File: config.mk
export PLATFORM = sky130hd
export DESIGN_NAME = alu_nibble_seq
export DESIGN_NICKNAME = d
export VERILOG_FILES = /design/src/rtl/alu_seq_pkg.sv /design/src/rtl/alu_4bits.sv /design/src/rtl/alu_nibble_seq.sv
export SDC_FILE = /design/constraint.sdc
export NUM_CORES = 1
export LEC_CHECK = 0
export BUFFER_PORTS_ARGS = -buffer_cell sky130_fd_sc_hd__buf_4
export CAP_MARGIN = 10
export CORE_UTILIZATION = 53
export CTS_CLUSTER_DIAMETER = 200
export DETAILED_ROUTE_END_ITERATION = 12
export HOLD_SLACK_MARGIN = 0.03
export PLACE_DENSITY = 0.79
export SYNTH_ARGS = -nofsm -noshare
export SYNTH_HDL_FRONTEND = slang
export SYNTH_HIERARCHICAL = 1
export SYNTH_SLANG_ARGS = --single-unit
File: constraint.sdc
create_clock -name clk -period 3 [get_ports clk]
set_input_delay 0.6 -clock clk [delete_from_list [all_inputs] [get_ports clk]]
set_output_delay 0.6 -clock clk [all_outputs]
set_load 0.05 [all_outputs]
File: src/rtl/alu_seq_pkg.sv
// Shared types and constants for the nibble-serial ALU sequencer.
// The macro ALU_SEQ_FLAGS_EN is consumed by alu_nibble_seq, not by this package.
package alu_seq_pkg;

   localparam int ALU_DATA_W = 32;
   localparam int NIBBLES    = ALU_DATA_W / 4;
   localparam int CNT_W      = (NIBBLES > 1) ? $clog2(NIBBLES) : 1;

   localparam logic [3:0] S_ADD = 4'b1001;
   localparam logic [3:0] S_SUB = 4'b0110;

   typedef enum logic [1:0] {
      IDLE = 2'd0,
      RUN  = 2'd1,
      DONE = 2'd2
   } state_t;

endpackage

File: src/rtl/alu_4bits.sv
// 4-bit '181-style ALU slice: 16 arithmetic functions (M=1) and 16 logic functions (M=0).
module alu_4bits (
   input  logic [3:0] i_a,
   input  logic [3:0] i_b,
   input  logic [3:0] i_s,
   input  logic       i_m,
   input  logic       i_ci,
   output logic [3:0] o_f,
   output logic       o_co
);

   logic [3:0] w_x;
   logic [3:0] w_y;
   logic [4:0] w_sum;

   // Every function is X + Y + ci (arithmetic) or ~(X ^ Y) (logic) of these two bitwise terms.
   assign w_x   = i_a | (i_b & {4{i_s[0]}}) | (~i_b & {4{i_s[1]}});
   assign w_y   = (i_a & ~i_b & {4{i_s[2]}}) | (i_a & i_b & {4{i_s[3]}});
   assign w_sum = {1'b0, w_x} + {1'b0, w_y} + {4'b0000, i_ci};

   assign o_f  = i_m ? w_sum[3:0] : ~(w_x ^ w_y);
   assign o_co = i_m ? w_sum[4] : 1'b0;

endmodule

File: src/rtl/alu_nibble_seq.sv
// Nibble-serial DATA_W-bit ALU built around one shared alu_4bits slice.
// Define ALU_SEQ_FLAGS_EN to add the registered zero_o/neg_o result flags.
module alu_nibble_seq
   import alu_seq_pkg::*;
#(
   parameter int DATA_W  = ALU_DATA_W,
   parameter int SLICE_W = 4
) (
   input  logic              clk,
   input  logic              rst,
   input  logic              in_valid,
   output logic              in_ready,
   input  logic [DATA_W-1:0] a_i,
   input  logic [DATA_W-1:0] b_i,
   input  logic              ci_i,
   input  logic [3:0]        S_i,
   input  logic              M_i,
   output logic              out_valid,
   input  logic              out_ready,
   output logic [DATA_W-1:0] s_o,
   output logic              co_o
`ifdef ALU_SEQ_FLAGS_EN
   ,
   output logic              zero_o,
   output logic              neg_o
`endif
);

   localparam int NIB = DATA_W / SLICE_W;
   localparam int CW  = (NIB > 1) ? $clog2(NIB) : 1;

   if (SLICE_W != 4 || (DATA_W % 4) != 0 || DATA_W < 8) begin : g_badParam
      $error("alu_nibble_seq: SLICE_W must be 4 and DATA_W a multiple of 4 (>= 8)");
   end

   state_t              r_state;
   state_t              w_nextState;
   logic [DATA_W-1:0]   r_a;
   logic [DATA_W-1:0]   r_b;
   logic [DATA_W-1:0]   r_res;
   logic [3:0]          r_s;
   logic                r_m;
   logic                r_cy;
   logic [CW-1:0]       r_cnt;
   logic                r_finish;
   logic                r_co;
   logic [3:0]          w_f;
   logic                w_co;
   logic                w_sliceCi;

   assign w_sliceCi = r_m ? r_cy : 1'b1;

   alu_4bits u_slice (
      .i_a  (r_a[3:0]),
      .i_b  (r_b[3:0]),
      .i_s  (r_s),
      .i_m  (r_m),
      .i_ci (w_sliceCi),
      .o_f  (w_f),
      .o_co (w_co)
   );

   always_comb begin
      w_nextState = r_state;
      in_ready    = 1'b0;
      out_valid   = 1'b0;
      case (r_state)
         IDLE: begin
            in_ready = 1'b1;
            if (in_valid) w_nextState = RUN;
         end
         RUN: begin
            if (r_finish) w_nextState = DONE;
         end
         DONE: begin
            out_valid = 1'b1;
            if (out_ready) w_nextState = IDLE;
         end
         default: w_nextState = IDLE;
      endcase
   end

   // RUN spends NIB cycles shifting nibbles, then one extra cycle to publish carry and flags.
   always_ff @(posedge clk) begin
      if (rst) begin
         r_state  <= IDLE;
         r_a      <= '0;
         r_b      <= '0;
         r_res    <= '0;
         r_s      <= '0;
         r_m      <= 1'b0;
         r_cy     <= 1'b0;
         r_cnt    <= '0;
         r_finish <= 1'b0;
         r_co     <= 1'b0;
      end else begin
         r_state <= w_nextState;
         case (r_state)
            IDLE: begin
               if (in_valid) begin
                  r_a      <= a_i;
                  r_b      <= b_i;
                  r_s      <= S_i;
                  r_m      <= M_i;
                  r_cy     <= M_i ? ci_i : 1'b1;
                  r_cnt    <= '0;
                  r_finish <= 1'b0;
               end
            end
            RUN: begin
               if (!r_finish) begin
                  r_res <= {w_f, r_res[DATA_W-1:SLICE_W]};
                  r_a   <= r_a >> SLICE_W;
                  r_b   <= r_b >> SLICE_W;
                  r_cy  <= w_co;
                  if (r_cnt == CW'(NIB - 1)) begin
                     r_cnt    <= '0;
                     r_finish <= 1'b1;
                  end else begin
                     r_cnt <= r_cnt + CW'(1);
                  end
               end else begin
                  r_co     <= r_m ? r_cy : 1'b0;
                  r_finish <= 1'b0;
               end
            end
            default: begin
            end
         endcase
      end
   end

   assign s_o  = r_res;
   assign co_o = r_co;

`ifdef ALU_SEQ_FLAGS_EN
   logic r_zero;
   logic r_neg;

   // Flags are captured from the completed result on the same edge that enters DONE.
   always_ff @(posedge clk) begin
      if (rst) begin
         r_zero <= 1'b0;
         r_neg  <= 1'b0;
      end else if (r_state == RUN && r_finish) begin
         r_zero <= (r_res == '0);
         r_neg  <= r_res[DATA_W-1];
      end
   end

   assign zero_o = r_zero;
   assign neg_o  = r_neg;
`endif

endmodule

; Word level (Yosys, flattened, before mapping)
; Index checks and enable logic that the tools add are counted.
[classes]
addsub = 3
n_eq_ne = 7
mux = 28
bitwise_logic = 13
n_reduce_logical = 8
[op_table]
columns = op, n
row1 = $mux W32, 4
row2 = $pmux W32 S2, 2
row3 = $and A4 B4 Y4, 6
row4 = $or A4 B4 Y4, 3
row5 = $mux W1, 11
row6 = $mux W3, 3
row7 = $ne A2 B2 Y1 const B, 4
row8 = $not A4 Y4, 2
row9 = $reduce_and A2 Y1, 4
row10 = $mux W2, 3
row11 = $pmux W2 S3, 1
row12 = $pmux W3 S2, 1
row13 = $reduce_and A3 Y1, 2
row14 = $add A4 B4 Y5, 1
row15 = $add A5 B1 Y5, 1
row16 = $mux W4, 1
row17 = $pmux W1 S2, 2
row18 = $xor A4 B4 Y4, 1
row19 = $add A3 B1 Y3 const B, 1
row20 = $eq A3 B3 Y1 const B, 1
row21 = $eq A2 B1 Y1 const B, 1
row22 = $eq A2 B2 Y1 const B, 1
row23 = $logic_not A2 Y1, 1
row24 = $reduce_bool A2 Y1, 1
row25 = $not A1 Y1, 1
[totals]
register_bits = 109
inputBits = 74
out_inout_bits = 35
word_cells = 69

; Logic depth before layout (Yosys ltp)
; Gate-level depths: netlist of run 1.
[depth]
depth_word = 9
depth_mapped = 11
depth_no_buf = 11

; By module
; Netlist of run 1, hierarchy kept.
[by_module_without_submodules]
columns = mod, instances, cells_per_inst, area_per_inst_um2, seq_area_each_um2
row1 = alu_nibble_seq, 1, 498, 4354.2, 2182.1
row2 = alu_4bits, 1, 38, 314.1, 0.0

; Worst setup path before layout of run 1
; Ideal clock, no wire load.
[synth_timing]
path_type = register to register
startpoint = register r_b[0]
endpoint = register r_cy
setup_ns = 0.131
arrival_ns = 1.943
required_ns = 2.869
slack_ns = 0.926
path_stages_with_launch = 12
n_path_buf = 0
period_less_slack_ns = 2.074
cell_sequence = dfxtp_1 -> mux2_1 -> and2_4 -> inv_2 -> fa_1 -> inv_1 -> fa_1 -> a21o_1 -> a21oi_1 -> nor2b_1 -> mux2i_1 -> o31ai_1
[synth_between]
elab_chain_cells = 9
elab_cells_between_ends = 15
classes_between = 2 x add/sub / 3 x mux / 10 x bitwise
[synth_rtl]
columns = element, line
row1 = "start, declared", alu_nibble_seq.sv:39  ; logic [DATA_W-1:0] r_b;
row2 = "start signal, assigned", alu_nibble_seq.sv:102  ; r_b <= b_i;
row3 = "start signal, assigned", alu_nibble_seq.sv:114  ; r_b <= r_b >> SLICE_W;
row4 = $not A4 Y4, "alu_4bits.sv:17, alu_4bits.sv:18"
row5 = $and A4 B4 Y4 (2 in series), alu_4bits.sv:18  ; assign w_y = (i_a & ~i_b & {4{i_s[2]}}) | (i_a & i_b & {4{i_s[3]}});
row6 = $or A4 B4 Y4, alu_4bits.sv:18
row7 = $add A4 B4 Y5 *, alu_4bits.sv:19  ; assign w_sum = {1'b0, w_x} + {1'b0, w_y} + {4'b0000, i_ci};
row8 = $add A5 B1 Y5 *, alu_4bits.sv:19
row9 = $mux W1 *, alu_4bits.sv:22  ; assign o_co = i_m ? w_sum[4] : 1'b0;
row10 = via w_co, alu_nibble_seq.sv:48  ; logic w_co;
row11 = $mux W1 *, alu_nibble_seq.sv:111  ; if (!r_finish) begin
row12 = $pmux W1 S2 *, alu_nibble_seq.sv:98  ; case (r_state)
row13 = "end signal, assigned", alu_nibble_seq.sv:105  ; r_cy <= M_i ? ci_i : 1'b1;
row14 = "end signal, assigned", alu_nibble_seq.sv:115  ; r_cy <= w_co;
row15 = "end, declared", alu_nibble_seq.sv:43  ; logic r_cy;
; The timed path passes the listed nets; every way through them passes the cells marked *. The select of a mux whose other input is x is not followed.
; A chain may end at the register's enable or synchronous reset.

; Worst setup path in the final report of run 1
; Ends and elaborated chain as after synthesis.

==> summary.txt, run 1 <==
Run status
  – Status: completed

Synthesis
  – Post-synthesis cell count: 536
  – Synth area leaders: dfxtp_1 47%, a211oi_1 9.2%, o22ai_1 7.5%
  – Synth Warn #: 6
  – Sequential area share after synthesis: 0.467
  – Area leader, netlist: dfxtp_1
  – Main flop type after synthesis: dfxtp_1
  – Yosys top cell area share: 0.467
  – Mapped cell area: 4670 sq um
  – Syn nets: 618
  – Synth Register Bits: 109
  – Synth cell types: 38
  – Post-synthesis async set-or-reset flop share: 0
  – Number of synthesized flops with an enable pin: 0
  – Synth Area per Inst: 8.71 sq um

Worst setup path
  – Crit-path max cell delay: 0.39 ns
  – Crit Path Class: register to register
  – CP startpoint kind: register
  – Reg-to-reg slack, setup: 0.75 ns
  – Critical Path Sink Type: register
  – Worst Reg-to-Reg Cells: 11
  – Cell chain of the critical path: mux2_1 > and2_4 > inv_2 > fa_1 > inv_1 > fa_1 > a21o_1 > a21oi_1 > nor2b_1 > mux2i_1 > o31ai_1
  – Worst Path Arrival: 2.47 ns
  – Critical R2R Capture: r_cy
  – Worst-path maximum fanout: 4
  – Number of buffers and inverters on the critical path: 2
  – CP Data Required Time: 3.22 ns
  – CP max stage cell: fa_1
  – CP dominant cell by count: fa_1
  – Family with the most delay on the worst path: adder cells
  – Worst reg2reg startpoint: r_b[0]

Clocking
  – Skew-Pair Late Insertion Delay: 0.37 ns
  – Max clock buf depth: 2
  – Clock transition at path regs: 0.10 ns
  – Clock root buffer: clkbuf_8
  – CTS resizes: 0
  – H-Tree Depth: 3
  – TritonCTS Sinks: 109
  – CTS Buf Count: 9
  – Number of hold-repair buffers added at the cts stage: 0
  – Setup Fix Bufs, Post-CTS: 0
  – CTS tree: built

Die
  – Die ar.: 9190 sq um
  – CORE AREA: 8380 sq um
  – Die height: 95.9 microns
  – Initial Util: 0.557
  – Std-Cell Rows: 33
  – Die X: 95.9 microns
  – Ports: 109

Timing
  – Clock skew: 0.0131 ns
  – Max-slew headroom: 0.403
  – RSZ-0062 raised after global routing: no
  – Final setup TNS: 0 ns
  – Slew of the pin with the lowest slew margin: 0.891 ns
  – Setup violators final: 0
  – Hold Violations, Final: 0
  – Max Fclk: 445 MHz
  – Post-layout min period: 2.25 ns
  – Slew Viols, Final: 0
  – Final period util: 0.749

Layout
  – Layout cells sized above 1: 0.223
  – Synth-to-Final Area Change: 20.2%
  – Final core utilization: 0.669
  – Ant. Diodes: 0
  – Post-layout instance area: 5610 sq um
  – Post-route insts no fill: 727
  – Nets@finish: 699

Routing
  – Pre-antenna DRT Iters: 4
  – Wirelength per Cell: 14.2 microns
  – 1st-iter DRT viols: 216
  – Drt total wl: 10.4 mm
  – Via count of the routed design: 3,990
  – Vias per inst: 5.49
  – Post-route ant nets: 0
  – Post-route DRC: 0

Power and ir drop
  – Leak: 2.25 nW
  – Worst vdd ir: 0.371 mV
  – Pwr/cell area: 550 nW/um^2

Global route
  – Vias in the first global route: 3,614
  – Total track usage: 0.237
  – Total grt overflow: 0
  – First-pass GRT wire length: 17.0 mm
  – Largest net degree at the start of global routing: 88
  – Initial antenna violation count: 0

Worst hold path
  – Hold depth: 2
  – Hold EP: s_o[2]
  – Min-delay src: s_o[2]
  – Worst Hold Class: register to register

Placed design
  – Final GP Congestion: 0.774
  – I/O Buffers: 108
  – Post-DP HPWL: 6.66 mm
  – Placed cell area: 5390 sq um
  – Placed Cells: 711

Run
  – Max cap viols: 0
==> kinds of logic (layout without fill, tap and decap cells) <==
kind of cell,Yosys count,after routing,synth area share
XOR/XNOR,2,2,0.00375
AO/OA/AOI/OAI,174,174,0.240
flip-flops,109,109,0.467
buffers and inverters,105,191,0.109
multiplexers,7,7,0.0153
AND/OR/NAND/NOR,131,131,0.140
adder cells (fa/ha/maj),8,8,0.0247
==> layout make-up <==
type,count,area (sq um)
Timing Repair Buffer,113,848
Clock inverter,4,55.1
Sequential cell,109,2180
Tap cell,105,131
Inverter,62,233
Multi-Input combinational cell,322,2000
Fill cell,713,2770
Clock buffer,12,165
==> worst min-delay path: stages (launching register included) <==
cell	delay (ns)
dfxtp_1	0.32
nand2_1	0.05
a21oi_1	0.05
==> placed cells by master (no fill, tap or decap), types with 10 or more instances in the layout <==
cell type	n
nand3b_1	11
o21ai_0	10
dfxtp_1	109
nand2b_1	13
o22ai_1	56
nand2_1	77
buf_4	113
clkbuf_8	12
a211oi_1	57
nor2b_1	11
a21oi_1	40
inv_1	61
==> flip-flops by register name, indices dropped and copies added (netlist names) <==
signal / flops
r_a: 32
r_b: 32
s_o: 32
r_s: 4
r_cnt: 3
r_state: 2
co_o: 1
r_cy: 1
r_finish: 1
r_m: 1
==> cell usage after synthesis (10+ instances only) <==
library cell / n
o22ai_1: 56
nor2b_1: 11
a211oi_1: 57
a21oi_1: 40
dfxtp_1: 109
o21ai_0: 10
nand3b_1: 11
nand2_1: 77
buf_6: 13
clkbuf_1: 17
buf_2: 12
inv_1: 61
nand2b_1: 13
==> report_power, final <==
group | switching (mW) | internal (mW) | total (mW)
combinational | 0.289 | 0.227 | 0.516
clock | 0.484 | 0.458 | 0.941
sequential | 0.0741 | 1.55 | 1.63
total | 0.847 | 2.24 | 3.09
==> how the worst max path moves through the flow <==
stage	end	from	slack [ns]	cells past startpoint
after global placement	r_cy	r_b[0]	0.82	11
after detailed placement	r_cy	r_b[0]	0.77	11
after global routing	r_cy	r_s[1]	0.56	10
final	r_cy	r_b[0]	0.75	11
after CTS	r_cy	r_b[0]	0.75	11
after floorplan	r_cy	r_b[0]	0.93	11
==> per-layer routing <==
metal,part of all wire,GRT usage,vias up,routed length (microns)
li1,-,-,2020,-
met1,0.46,0.315,1867,4780
met2,0.47,0.385,97,4910
met3,0.056,0.0608,6,579
met4,0.0075,0.0560,0,78
met5,0,0,-,0
==> through the flow <==
step,hold WS [ns],setup WS (ns),power (mW)
after global placement,0.442,0.820,2.16
after global routing,0.464,0.565,3.23
after detailed placement,0.446,0.772,2.17
final,0.458,0.753,3.09
after CTS,0.455,0.749,3.10
after floorplan,0.434,0.926,2.02
(Power assumes the default switching activity.)
==> run 2: changes to the inputs <==
clock period = 2.2 ns   (was 3 ns; I/O delays follow)
==> run 2 against run 1 <==
  * Cell count increased by 0.55%
  * Critical endpoint unchanged
  * Global-route usage rose by 0.50 points
  * First-iteration DRC count decreased by 29%
==> summary.txt, run 2 (synthesized netlist as in run 1, its figures left out) <==
Run status
  – Status: completed

Routing
  – Wirelength per Cell: 14.6 microns
  – Drt total wl: 10.6 mm
  – 1st-iter DRT viols: 154
  – Post-route ant nets: 0
  – Post-route DRC: 0
  – Pre-antenna DRT Iters: 5
  – Vias per inst: 5.55
  – Via count of the routed design: 4,055

Timing
  – RSZ-0062 raised after global routing: yes
  – Max-slew headroom: 0.310
  – Final period util: 0.960
  – Slew of the pin with the lowest slew margin: 1.04 ns
  – Post-layout min period: 2.11 ns
  – Hold Violations, Final: 0
  – Max Fclk: 474 MHz
  – Setup violators final: 0
  – Clock skew: 0.0137 ns
  – Slew Viols, Final: 0

Clocking
  – Clock root buffer: clkbuf_8
  – TritonCTS Sinks: 109
  – Max clock buf depth: 2
  – Clock transition at path regs: 0.09 ns
  – CTS tree: built
  – Number of hold-repair buffers added at the cts stage: 0
  – H-Tree Depth: 3
  – CTS Buf Count: 9
  – Skew-Pair Late Insertion Delay: 0.36 ns

Worst hold path
  – Min-delay src: b_i[29]
  – Hold EP: r_b[29]
  – Hold depth: 3
  – Worst Hold Class: primary input to register

Worst setup path
  – Worst reg2reg startpoint: r_b[0]
  – Critical R2R Capture: r_cy
  – Worst Setup SP: r_b[0]
  – CP Data Required Time: 2.43 ns
  – Crit Path Class: register to register
  – CP startpoint kind: register
  – Reg-to-reg slack, setup: 0.09 ns
  – Worst-path maximum fanout: 4
  – Critical Path Sink Type: register
  – Worst Reg-to-Reg Cells: 11
  – Worst Path Arrival: 2.34 ns

Placed design
  – I/O Buffers: 108
  – Post-DP HPWL: 7.12 mm
  – Final GP Congestion: 0.866

Layout
  – Ant. Diodes: 0
  – Most frequent cells in the layout: 117 x buf_4, 108 x dfxtp_1, 77 x nand2_1, 60 x inv_1
  – Synth-to-Final Area Change: 20.7%
  – Nets@finish: 704
  – Most common cell after layout, fill and taps aside: buf_4
  – Final core utilization: 0.672
  – FILL cells: 698
  – Layout cells sized above 1: 0.238

Power and ir drop
  – Int Power: 2.89 mW
  – Switching Share: 0.285
  – PnR Total Power: 4.04 mW
  – Logic pwr share: 0.182
  – Worst vdd ir: 0.406 mV
  – Reg power frac: 0.548
  – Pwr/cell area: 718 nW/um^2
  – Clock Power Share: 0.270
  – Leak: 2.25 nW
  – Psw: 1.15 mW

Die
  – Std-Cell Rows: 33
  – Initial Util: 0.557
  – Die height: 95.9 microns
  – Die ar.: 9190 sq um
  – Ports: 109
  – CORE AREA: 8380 sq um
  – Die X: 95.9 microns

Run
  – Max cap viols: 0

Global route
  – Total grt overflow: 0
  – Largest net degree at the start of global routing: 89
  – Initial antenna violation count: 0
  – First-pass GRT wire length: 17.5 mm
  – Total track usage: 0.242
  – Vias in the first global route: 3,771
## run 2: metal layers
metal  vias up  global-route usage  routed length [microns]  part of all wire
li1       2035                   -                        -                 -
met1      1879               0.317                     4810              0.45
met2       119               0.390                     5020              0.47
met3        22              0.0632                      604             0.057
met4         0              0.0746                      210             0.020
met5         -                   0                        0                 0
## run 2: layout make-up
type / count / area [sq um] / share of cell area
Sequential cell: 109 / 2190 / 0.388
Clock buffer: 11 / 141 / 0.0251
Clock inverter: 4 / 32.5 / 0.00577
Tap cell: 105 / 131 / 0.0233
Timing Repair Buffer: 118 / 898 / 0.159
Inverter: 62 / 233 / 0.0413
Multi-Input combinational cell: 322 / 2010 / 0.357
## run 2: how the worst max path moves through the flow
stage               cells after the start    to  slack, ns
floorplan                              11  r_cy       0.13
global placement                       11  r_cy       0.02
detailed placement                     11  r_cy      -0.01
CTS                                    11  r_cy      0.007
global route                           11  r_cy      -0.08
finish                                 11  r_cy       0.09
## run 2: power groups by stage
stage               Clock, mW  Sequential, mW  Combinational (mW)
floorplan                   0            2.27               0.486
global route             1.21            2.24               0.815
CTS                      1.13            2.22               0.727
global placement            0            2.25               0.703
finish                   1.09            2.22               0.734
detailed placement          0            2.26               0.723
## run 2: metrics by stage
step	TNS, ns	setup WS, ns	cells	instance area [sq um]	hold slack, ns
floorplan	0	0.126	536	4670	0.434
global placement	0	0.0243	716	5440	0.441
detailed placement	-0.00992	-0.00992	716	5440	0.450
CTS	0	0.00730	731	5620	0.301
global route	-0.0804	-0.0804	731	5640	0.309
finish	0	0.0890	731	5640	0.320
## run 2: worst max-delay path: stages (launching register included)
cell and delay [ns]:
dfxtp_4 0.38, mux2_4 0.29, and2_4 0.16, inv_2 0.05, fa_2 0.20, inv_2 0.04
fa_2 0.33, a21o_1 0.17, a21oi_2 0.12, nor2b_1 0.05, mux2i_1 0.12, o31ai_1 0.07
## run 2: repair_timing
action,4_1_cts,5_1_grt
gates resized for setup,2,6
endpoints found under the setup margin,1,2
setup buffers,0,0
